## config.mk

```make
export PLATFORM = sky130hd
export DESIGN_NAME = host_seq
export DESIGN_NICKNAME = d
export VERILOG_FILES = /design/src/rtl/host_seq_pkg.sv /design/src/rtl/host_seq.sv
export SDC_FILE = /design/constraint.sdc
export NUM_CORES = 1
export LEC_CHECK = 0
export CAP_MARGIN = 5
export CORE_MARGIN = 2
export CORE_UTILIZATION = 23
export DETAILED_ROUTE_END_ITERATION = 8
export GPL_TIMING_DRIVEN = 0
export PLACE_DENSITY = 0.49
export RECOVER_POWER = 25
export SETUP_SLACK_MARGIN = 0.1
export SLEW_MARGIN = 30
export SYNTH_ARGS = -nofsm -noshare
export SYNTH_HDL_FRONTEND = slang
export SYNTH_SLANG_ARGS = --single-unit
```

## constraint.sdc

```tcl
create_clock -name clk -period 2 [get_ports clk]
set_clock_uncertainty 0.05 [all_clocks]
set_input_delay 0.3 -clock clk [delete_from_list [all_inputs] [get_ports clk]]
set_output_delay 0.3 -clock clk [all_outputs]
set_load 0.05 [all_outputs]
```

## src/rtl/host_seq_pkg.sv

```systemverilog
// Shared types and default layout constants for the host-side job sequencer.
package host_seq_pkg;

  typedef enum logic [2:0] {
    IDLE,
    LOAD,
    SETTLE,
    RUN,
    DRAIN
  } state_t;

  // Processor data-memory layout: preload 0..63, results at 64/65.
  localparam int unsigned DEF_LOAD_BASE = 0;
  localparam int unsigned DEF_LOAD_LEN  = 64;
  localparam int unsigned DEF_RES_BASE  = 64;
  localparam int unsigned DEF_RES_LEN   = 2;

  typedef logic [7:0] word_t;

endpackage

```

## src/rtl/host_seq.sv

```systemverilog
// Host-side initiator for the core req/done handshake: preloads data memory,
// holds the core in reset, pulses req, waits for done with a timeout and
// streams the result words back out.
module host_seq
  import host_seq_pkg::*;
#(
  parameter int unsigned AW        = 8,
  parameter int unsigned LOAD_BASE = DEF_LOAD_BASE,
  parameter int unsigned LOAD_LEN  = DEF_LOAD_LEN,
  parameter int unsigned RES_BASE  = DEF_RES_BASE,
  parameter int unsigned RES_LEN   = DEF_RES_LEN,
  parameter int unsigned RST_CYC   = 2,
  parameter int unsigned TIMEOUT   = 4096,
  parameter int unsigned CW        = 16
) (
  input  logic          clk,
  input  logic          reset,
  input  logic          start,
  input  logic          in_valid,
  output logic          in_ready,
  input  word_t         in_data,
  output logic          out_valid,
  input  logic          out_ready,
  output word_t         out_data,
  output logic          core_reset,
  output logic          core_req,
  input  logic          core_done,
  output logic          mem_sel,
  output logic          mem_wr_en,
  output logic [AW-1:0] mem_addr,
  output word_t         mem_wr_data,
  input  word_t         mem_rd_data,
  output logic          busy,
  output logic          job_done,
  output logic          err_timeout,
  output logic [CW-1:0] run_cycles
);

  localparam logic [15:0]   LOAD_LAST   = 16'(LOAD_LEN - 1);
  localparam logic [15:0]   RES_LAST    = 16'(RES_LEN - 1);
  localparam logic [15:0]   SETTLE_LAST = 16'(RST_CYC - 1);
  localparam logic [CW-1:0] RUN_LAST    = CW'(TIMEOUT - 1);

  state_t      state;
  logic [15:0] idx;
  logic [15:0] cnt;

  // Job sequencing: one shared word index, one settle counter, one run counter.
  always_ff @(posedge clk) begin
    if (reset) begin
      state       <= IDLE;
      idx         <= '0;
      cnt         <= '0;
      run_cycles  <= '0;
      core_req    <= 1'b0;
      job_done    <= 1'b0;
      err_timeout <= 1'b0;
    end else begin
      core_req <= 1'b0;
      job_done <= 1'b0;
      unique case (state)
        IDLE: begin
          // job_done cycle still counts as busy, so a start there is dropped
          if (start && !job_done) begin
            idx         <= '0;
            cnt         <= '0;
            err_timeout <= 1'b0;
            run_cycles  <= '0;
            state       <= (LOAD_LEN == 0) ? SETTLE : LOAD;
          end
        end
        LOAD: begin
          if (in_valid) begin
            if (idx == LOAD_LAST) begin
              state <= SETTLE;
              cnt   <= '0;
            end else begin
              idx <= idx + 16'd1;
            end
          end
        end
        SETTLE: begin
          if (cnt == SETTLE_LAST) begin
            state      <= RUN;
            run_cycles <= '0;
            core_req   <= 1'b1;
          end else begin
            cnt <= cnt + 16'd1;
          end
        end
        RUN: begin
          run_cycles <= run_cycles + 1'b1;
          // done is ignored in the req cycle; done beats a same-cycle timeout
          if (run_cycles != '0 && core_done) begin
            state <= DRAIN;
            idx   <= '0;
          end else if (run_cycles == RUN_LAST) begin
            state       <= IDLE;
            err_timeout <= 1'b1;
            job_done    <= 1'b1;
          end
        end
        DRAIN: begin
          if (out_ready) begin
            if (idx == RES_LAST) begin
              state    <= IDLE;
              job_done <= 1'b1;
            end else begin
              idx <= idx + 16'd1;
            end
          end
        end
        default: state <= IDLE;
      endcase
    end
  end

  // State-decoded handshake and ownership signals.
  always_comb begin
    in_ready    = (state == LOAD);
    mem_wr_en   = (state == LOAD) && in_valid;
    mem_wr_data = in_data;
    out_valid   = (state == DRAIN);
    out_data    = mem_rd_data;
    core_reset  = (state != RUN);
    mem_sel     = (state != RUN);
    busy        = (state != IDLE) || job_done;
  end

  // Memory address: base plus shared index, wrapping at 2^AW.
  always_comb begin
    mem_addr = '0;
    case (state)
      LOAD:    mem_addr = AW'(LOAD_BASE + {16'd0, idx});
      DRAIN:   mem_addr = AW'(RES_BASE + {16'd0, idx});
      default: mem_addr = '0;
    endcase
  end

endmodule

```

==> results.sh, run 1 <==
export IMPL_async_reset_ff_share_pct=0
export IMPL_cts_path_max_buffers=2
export IMPL_crit_type="reg -> reg"
export IMPL_synthDistinctLibCells=54
export IMPL_cp_num_buf_inv=2
export IMPL_antenna_found_initial=0
export IMPL_hp_class="reg -> reg"
export IMPL_cpMaxStageDelayCell="or4_4"
export IMPL_synth_top_family_by_area="simple AND/OR/NAND/NOR gates"
export IMPL_avgSynthCellArea_sq_um=7.68
export IMPL_whs_endpoint="err_timeout$_SDFFE_PP0P_"
export IMPL_fmax_mhz=435
export IMPL_p_leak_nw=2.25
export IMPL_synth_compound_area_share_pct=16.0
export IMPL_drtIter0Drc=226
export IMPL_cts_reportedPaths_clkPinSlew_ns=0.07
export IMPL_via_per_inst=4.89
export IMPL_synth_simple_area_share_pct=33.5
export IMPL_worstPathRequired_ns=2.15
export IMPL_worst_slew_pin_slew_ns=0.668
export IMPL_ys_flop_type="dfxtp_1"
export IMPL_ys_seq_elements=54
export IMPL_die_height_microns=122
export IMPL_reg2reg_depth=8
export IMPL_cts_root_buf="clkbuf_16"
export IMPL_cts_buffers=5
export IMPL_synth_edff_count=0
export IMPL_cp_max_fo=8
export IMPL_hold_ws_ns=0.412
export IMPL_slowest_delay_ns=0.54
export IMPL_cpMostUsedCell="or3b_4"
export IMPL_drv_slew=0
export IMPL_cp_cell_sequence="or4_4, or3b_4, nor3_4, or3b_4, buf_6, buf_4, a21oi_1, o32ai_1"
export IMPL_drv_cap=0
export IMPL_synth_adder_area_share_pct=3.12
export IMPL_syn_area_sq_um=3210
export IMPL_power_density_nw_per_um2=656
export IMPL_arrival_ns=2.45
export IMPL_die_x_microns=122
export IMPL_period_minus_slack_ns=2.30
export IMPL_grt_pass1_wl_mm=16.8
export IMPL_postRouteAntennaNets=0
export IMPL_cts_tree="done"
export IMPL_holdCritStartpoint="err_timeout$_SDFFE_PP0P_"
export IMPL_place_ws_ns=-0.719
export IMPL_finalWeightedCongestion=0.792
export IMPL_hold_violations=0
export IMPL_place_port_buffers=54
export IMPL_initial_core_util_pct=23.3
export IMPL_synth_mux_area_fraction_pct=0.312
export IMPL_rrSetupSlack_ns=-0.30
export IMPL_status="complete, but fails checks"
export IMPL_n_antenna_cell=0
export IMPL_cts_num_sinks=54
export IMPL_area_growth_pct=69.7
export IMPL_ys_warn_count=0
export IMPL_fp_row_count=43
export IMPL_grt_max_degree=17
export IMPL_slew_headroom_pct=55.3
export IMPL_dp_hpwl_mm=6.89
export IMPL_syn_inst=418
export IMPL_synthXorXnorAreaFrac_pct=4.37
export IMPL_holdPathStages=2
export IMPL_drc=0
export IMPL_worst_slack_ns=-0.298
export IMPL_grt_total_usage_pct=14.0
export IMPL_finalCritPeriodShare_pct=115
export IMPL_setup_viol=49
export IMPL_r2r_end="idx[3]$_SDFFE_PP0P_"
export IMPL_crit_path_start_kind="register"
export IMPL_grt_pass1_vias=3370
export IMPL_crit_family="simple AND/OR/NAND/NOR gates"
export IMPL_nets=570
export IMPL_failed_checks="negative setup slack"
export IMPL_dieArea_sq_um=14900
export IMPL_grt_overflow_total=0
export IMPL_finalWirelength_mm=10.8
export IMPL_io_pins=71
export IMPL_vias=3523
export IMPL_syn_nets=448
export IMPL_rsz0062_at_grt="yes"
export IMPL_seq_area_frac_synth_pct=33.7
export IMPL_drive_gt1_share_pct=42.3
export IMPL_cp_end_kind="register"
export IMPL_routedWlPerCell_microns=15.0
export IMPL_cts_htree_levels=2
export IMPL_insertion_delay_ns=0.30
export IMPL_firstDrtPassIters=4
export IMPL_reg2reg_from="idx[8]$_SDFFE_PP0P_"
export IMPL_ir_worst_vdd_mv=0.322
export IMPL_core_region_area_sq_um=13800
==> registers in the layout (all words and copies together), names as in the netlist <==
| name | flops |
|---|---|
| core_req | 1 |
| state | 3 |
| run_cycles | 16 |
| job_done | 1 |
| idx | 16 |
| err_timeout | 1 |
| cnt | 16 |
==> cells in the mapped netlist, types with 2 or more instances <==
cell | number | share of area (%)
or3_1 | 10 | 1.9
a31oi_1 | 12 | 2.3
xnor2_1 | 15 | 4.1
nor2b_1 | 2 | 0.39
and4_1 | 4 | 1.1
buf_2 | 9 | 1.4
inv_1 | 17 | 2.0
or2_2 | 3 | 0.58
nand2b_1 | 2 | 0.39
buf_4 | 17 | 4.0
nand3_1 | 20 | 3.1
nor4_1 | 12 | 2.3
and2_1 | 6 | 1.2
nand2_1 | 33 | 3.9
dfxtp_1 | 54 | 34
ha_1 | 8 | 3.1
o21ai_1 | 12 | 1.9
o21ai_0 | 12 | 1.9
or4_1 | 8 | 1.9
nand3b_1 | 7 | 1.6
clkbuf_1 | 5 | 0.58
and3_1 | 6 | 1.2
nand4_1 | 8 | 1.6
or3b_1 | 2 | 0.55
o21a_1 | 3 | 0.70
a21oi_1 | 32 | 5.0
o32ai_1 | 4 | 1.1
nor3_1 | 17 | 2.7
nor3b_1 | 2 | 0.47
nor2_1 | 52 | 6.1
==> cells by family after synthesis <==
| family | Yosys count |
|---|---|
| xor gates and xnor gates | 16 |
| and+or+nand+nor | 202 |
| muxes | 1 |
| adders and majority gates | 8 |
| buffers and inverters | 52 |
| DFF | 54 |
| AOI/OAI and AO/OA | 85 |
==> tightest hold or removal path, stage by stage (launching register included) <==
cell and delay (ns):
dfxtp_1 0.31, nand2_1 0.05, a21oi_1 0.05
==> worst max path at each step <==
stage | startpoint | end | depth (start not counted)
floorplan | run_cycles[0]$_SDFFE_PP0P_ | idx[1]$_SDFFE_PP0P_ | 9
global placement | start | idx[2]$_SDFFE_PP0P_ | 7
detailed placement | start | idx[2]$_SDFFE_PP0P_ | 7
CTS | idx[8]$_SDFFE_PP0P_ | idx[3]$_SDFFE_PP0P_ | 8
global route | idx[8]$_SDFFE_PP0P_ | idx[3]$_SDFFE_PP0P_ | 8
finish | idx[8]$_SDFFE_PP0P_ | idx[3]$_SDFFE_PP0P_ | 8
==> placed cells by master, fill, tap and decap left out, types with 11 or more instances in the layout <==
master / count
buf_6: 16
a21oi_1: 28
dlymetal6s2s_1: 11
nor2_1: 39
dfxtp_4: 12
nand3_1: 19
nand2_1: 28
nor2_4: 11
a31oi_1: 11
dfxtp_1: 31
dfxtp_2: 11
inv_1: 11
clkdlybuf4s50_1: 14
o21ai_1: 12
dlygate4sd3_1: 11
buf_4: 69
==> through the flow <==
stage	setup TNS, ns	cell area, sq um	instances	total power, W	util [%]
2_1_floorplan	-0.975	3360	418	0.00170	-
3_3_place_gp	-24.93	4130	652	0.00192	30.0
3_5_place_dp	-25.20	4130	652	0.00192	30.0
4_1_cts	-5.71	5010	697	0.00338	36.4
5_1_grt	-12.47	5450	721	0.00373	39.5
6_report	-8.64	5450	721	0.00357	39.5
==> what timing repair did <==
item                       in CTS  in global routing
setup buffers                  39                 28
hold buffers                    0                  0
gates resized for setup       168                 80
pin swaps                      32                 31
setup endpoints to repair      69                 78
cloned                          1                  1
==> report_power, final <==
group	switching, W	internal [W]
Combinational	0.000698	0.000610
Clock	0.000410	0.000752
Sequential	0.0000215	0.00108
==> per-layer routing <==
layer / part of all wire [%] / GRT usage (%) / vias up
met1: 45 / 18.3 / 1691
met5: 0 / 0 / -
met4: 1.1 / 4.67 / 0
met3: 5.0 / 2.90 / 8
li1: - / - / 1725
met2: 49 / 22.9 / 99
==> cell type report <==
class | instances | area (sq um)
fillers | 1393 | 8330
multi-input cells | 312 | 2410
flip-flops and latches | 54 | 1140
repair buffers | 115 | 1090
plain buffers | 34 | 305
well taps | 180 | 225
clock buffers | 6 | 139
inverters | 18 | 75.1
clock inverters | 2 | 60.1
(Power assumes the default switching activity.)
==> run 2, diff against run 1 <==
--- a/config.mk
+++ b/config.mk
@@ -5,7 +5,6 @@
 export SDC_FILE = /design/constraint.sdc
 export NUM_CORES = 1
 export LEC_CHECK = 0
-export CAP_MARGIN = 5
 export CORE_MARGIN = 2
 export CORE_UTILIZATION = 23
 export DETAILED_ROUTE_END_ITERATION = 8
==> results of run 2 <==
The final DEF is identical to that of run 1; final timing and power are the same.
==> run 3, diff against run 2 <==
--- a/config.mk
+++ b/config.mk
@@ -8,6 +8,7 @@
 export CORE_MARGIN = 2
 export CORE_UTILIZATION = 23
 export DETAILED_ROUTE_END_ITERATION = 8
+export GPL_ROUTABILITY_DRIVEN = 0
 export GPL_TIMING_DRIVEN = 0
 export PLACE_DENSITY = 0.49
 export RECOVER_POWER = 25
==> constraint.sdc (replaced) <==
create_clock -name clk -period 1.9 [get_ports clk]
set_clock_uncertainty 0.05 [all_clocks]
set_input_delay 0.285 -clock clk [delete_from_list [all_inputs] [get_ports clk]]
set_output_delay 0.285 -clock clk [all_outputs]
set_load 0.05 [all_outputs]
==> run 3 against run 2 <==
  * The run still ends with negative setup slack left
  * Sequential share of layout area grew 0.55 points
  * Maximum frequency grew 0.66%
  * Combinational power rose by 4%
  * Sequential power rose by 5%
  * Register-to-register slack worse by 0.08 ns
  * Worst hold slack improved by 0.0066 ns
  * Die area did not move
  * Final cell count down 1.7%
  * Routed wire length fell by 2.8%
  * First-iteration DRC count is 33% lower
==> results.sh, run 3 (same netlist as run 1, synthesis figures left out) <==
export IMPL_hold_buffers=0
export IMPL_grt_total_usage_pct=14.0
export IMPL_crit_path_start_kind="register"
export IMPL_drv_slew=0
export IMPL_grt_pass1_wl_mm=16.4
export IMPL_finalCritPeriodShare_pct=120
export IMPL_nets=558
export IMPL_power_density_nw_per_um2=682
export IMPL_status="complete, but fails checks"
export IMPL_worstPathRequired_ns=2.07
export IMPL_p_leak_nw=2.05
export IMPL_slowest_delay_ns=0.53
export IMPL_p_comb_share_pct=37.4
export IMPL_cts_reportedPaths_clkPinSlew_ns=0.08
export IMPL_clockPowerShare_pct=30.4
export IMPL_fin_cells=709
export IMPL_area_growth_pct=65.5
export IMPL_grt_overflow_total=0
export IMPL_dp_hpwl_mm=6.96
export IMPL_crit_type="reg -> reg"
export IMPL_whs_endpoint="err_timeout$_SDFFE_PP0P_"
export IMPL_n_antenna_cell=0
export IMPL_holdPathStages=2
export IMPL_finalWirelength_mm=10.5
export IMPL_cp_startpoint="idx[8]$_SDFFE_PP0P_"
export IMPL_multi_input_comb_area_sq_um=2380
export IMPL_internal_power_w=0.00240
export IMPL_via_per_inst=4.95
export IMPL_p_sw_share_pct=33.6
export IMPL_ir_worst_vdd_mv=0.381
export IMPL_cts_buffers=5
export IMPL_final_cell_mix="buf_4, nor2_1, dfxtp_1"
export IMPL_reg2reg_from="idx[8]$_SDFFE_PP0P_"
export IMPL_failed_checks="negative setup slack"
export IMPL_fmax_mhz=438
export IMPL_firstDrtPassIters=4
export IMPL_hold_violations=0
export IMPL_tns_ns=-12.16
export IMPL_routedWlPerCell_microns=14.9
export IMPL_holdCritStartpoint="err_timeout$_SDFFE_PP0P_"
export IMPL_io_pins=71
export IMPL_reg2reg_depth=9
export IMPL_crit_family="simple AND/OR/NAND/NOR gates"
export IMPL_worst_slew_pin_slew_ns=0.650
export IMPL_r2r_end="idx[7]$_SDFFE_PP0P_"
export IMPL_cp_end_kind="register"
export IMPL_drtIter0Drc=152
export IMPL_num_fill_cells=1428
export IMPL_period_minus_slack_ns=2.28
export IMPL_power_w=0.00362
export IMPL_core_region_area_sq_um=13800
export IMPL_cts_tree="done"
export IMPL_grt_max_degree=18
export IMPL_seq_area_sq_um=1140
export IMPL_largestRegisters="cnt: 16 flops, idx: 16 flops, run_cycles: 16 flops"
export IMPL_cp_max_fo=6
export IMPL_antenna_found_initial=0
export IMPL_worst_slack_ns=-0.383
export IMPL_die_height_microns=122
export IMPL_switching_power_w=0.00122
export IMPL_insertion_delay_ns=0.31
export IMPL_drive_gt1_share_pct=41.6
export IMPL_placed_cells=652
export IMPL_drc=0
export IMPL_final_common_cell="buf_4"
export IMPL_die_x_microns=122
export IMPL_rrSetupSlack_ns=-0.38
export IMPL_cp_cell_sequence="or4_4, or3b_4, nor3_4, or3b_1, buf_6, buf_12, buf_8, a21oi_2, o31ai_2"
export IMPL_rsz0062_at_grt="yes"
export IMPL_cts_root_buf="clkbuf_16"
export IMPL_arrival_ns=2.45
export IMPL_hp_class="reg -> reg"
export IMPL_initial_core_util_pct=23.3
export IMPL_cts_htree_levels=2
export IMPL_postRouteAntennaNets=0
export IMPL_cp_num_buf_inv=3
export IMPL_vias=3509
export IMPL_dieArea_sq_um=14900
export IMPL_setup_viol=54
export IMPL_grt_pass1_vias=3231
export IMPL_power_frac_seq_pct=32.1
export IMPL_drv_cap=0
export IMPL_cpMaxStageDelayCell="or4_4"
export IMPL_place_port_buffers=54
export IMPL_slew_headroom_pct=56.5
export IMPL_cts_path_max_buffers=2
export IMPL_cts_num_sinks=54
export IMPL_fin_util_pct=38.6
export IMPL_fp_row_count=43
[run 3: power by group through the flow]
stage          Combinational, W  Clock, W  Sequential (W)
2_1_floorplan          0.000595         0         0.00120
3_5_place_dp           0.000838         0         0.00119
4_1_cts                 0.00116   0.00113         0.00116
5_1_grt                 0.00143   0.00119         0.00117
3_3_place_gp           0.000836         0         0.00119
6_report                0.00136   0.00110         0.00116
[run 3: layout make-up]
cell class | instances | share of cell area (%)
Tap cell | 180 | 4.24
Clock inverter | 3 | 0.824
Clock buffer | 5 | 2.36
Inverter | 18 | 1.37
Timing Repair Buffer | 103 | 19.2
Sequential cell | 54 | 21.5
Multi-Input combinational cell | 312 | 44.8
Buffer | 34 | 5.79
[run 3: layer usage]
metal | up-vias | track usage, % | share of wire [%]
li1 | 1707 | - | -
met1 | 1689 | 18.2 | 46
met2 | 101 | 22.0 | 47
met3 | 12 | 4.03 | 5.2
met4 | 0 | 5.24 | 1.4
met5 | - | 0 | 0
[run 3: worst reg2reg max path: cells and delay by family, from the launching register on]
family	cells	cell delay, ns
AND/OR/NAND/NOR	4	1.25
buffers and inverters	3	0.35
flip-flops	1	0.34
AO/OA/AOI/OAI	2	0.21
[run 3: timing repair]
item	4_1_cts	5_1_grt
setup endpoints to repair	84	66
resized for setup	184	66
pin swaps	21	30
gates cloned	2	2
setup buffers	25	20
[run 3: metrics by stage]
| stage | area, sq um | worst slack, ns | hold WS (ns) |
|---|---|---|---|
| 4_1_cts | 4900 | -0.365 | 0.426 |
| 3_3_place_gp | 4160 | -0.777 | 0.403 |
| 2_1_floorplan | 3390 | -0.308 | 0.382 |
| 5_1_grt | 5310 | -0.465 | 0.447 |
| 3_5_place_dp | 4160 | -0.789 | 0.413 |
| 6_report | 5310 | -0.383 | 0.418 |
[run 3: how the worst max path moves through the flow]
stage	endpoint	depth (start not counted)
after floorplan	idx[1]$_SDFFE_PP0P_	7
after global placement	idx[2]$_SDFFE_PP0P_	7
after detailed placement	idx[2]$_SDFFE_PP0P_	7
after CTS	idx[7]$_SDFFE_PP0P_	9
after global routing	idx[13]$_SDFFE_PP0P_	9
final	idx[7]$_SDFFE_PP0P_	9
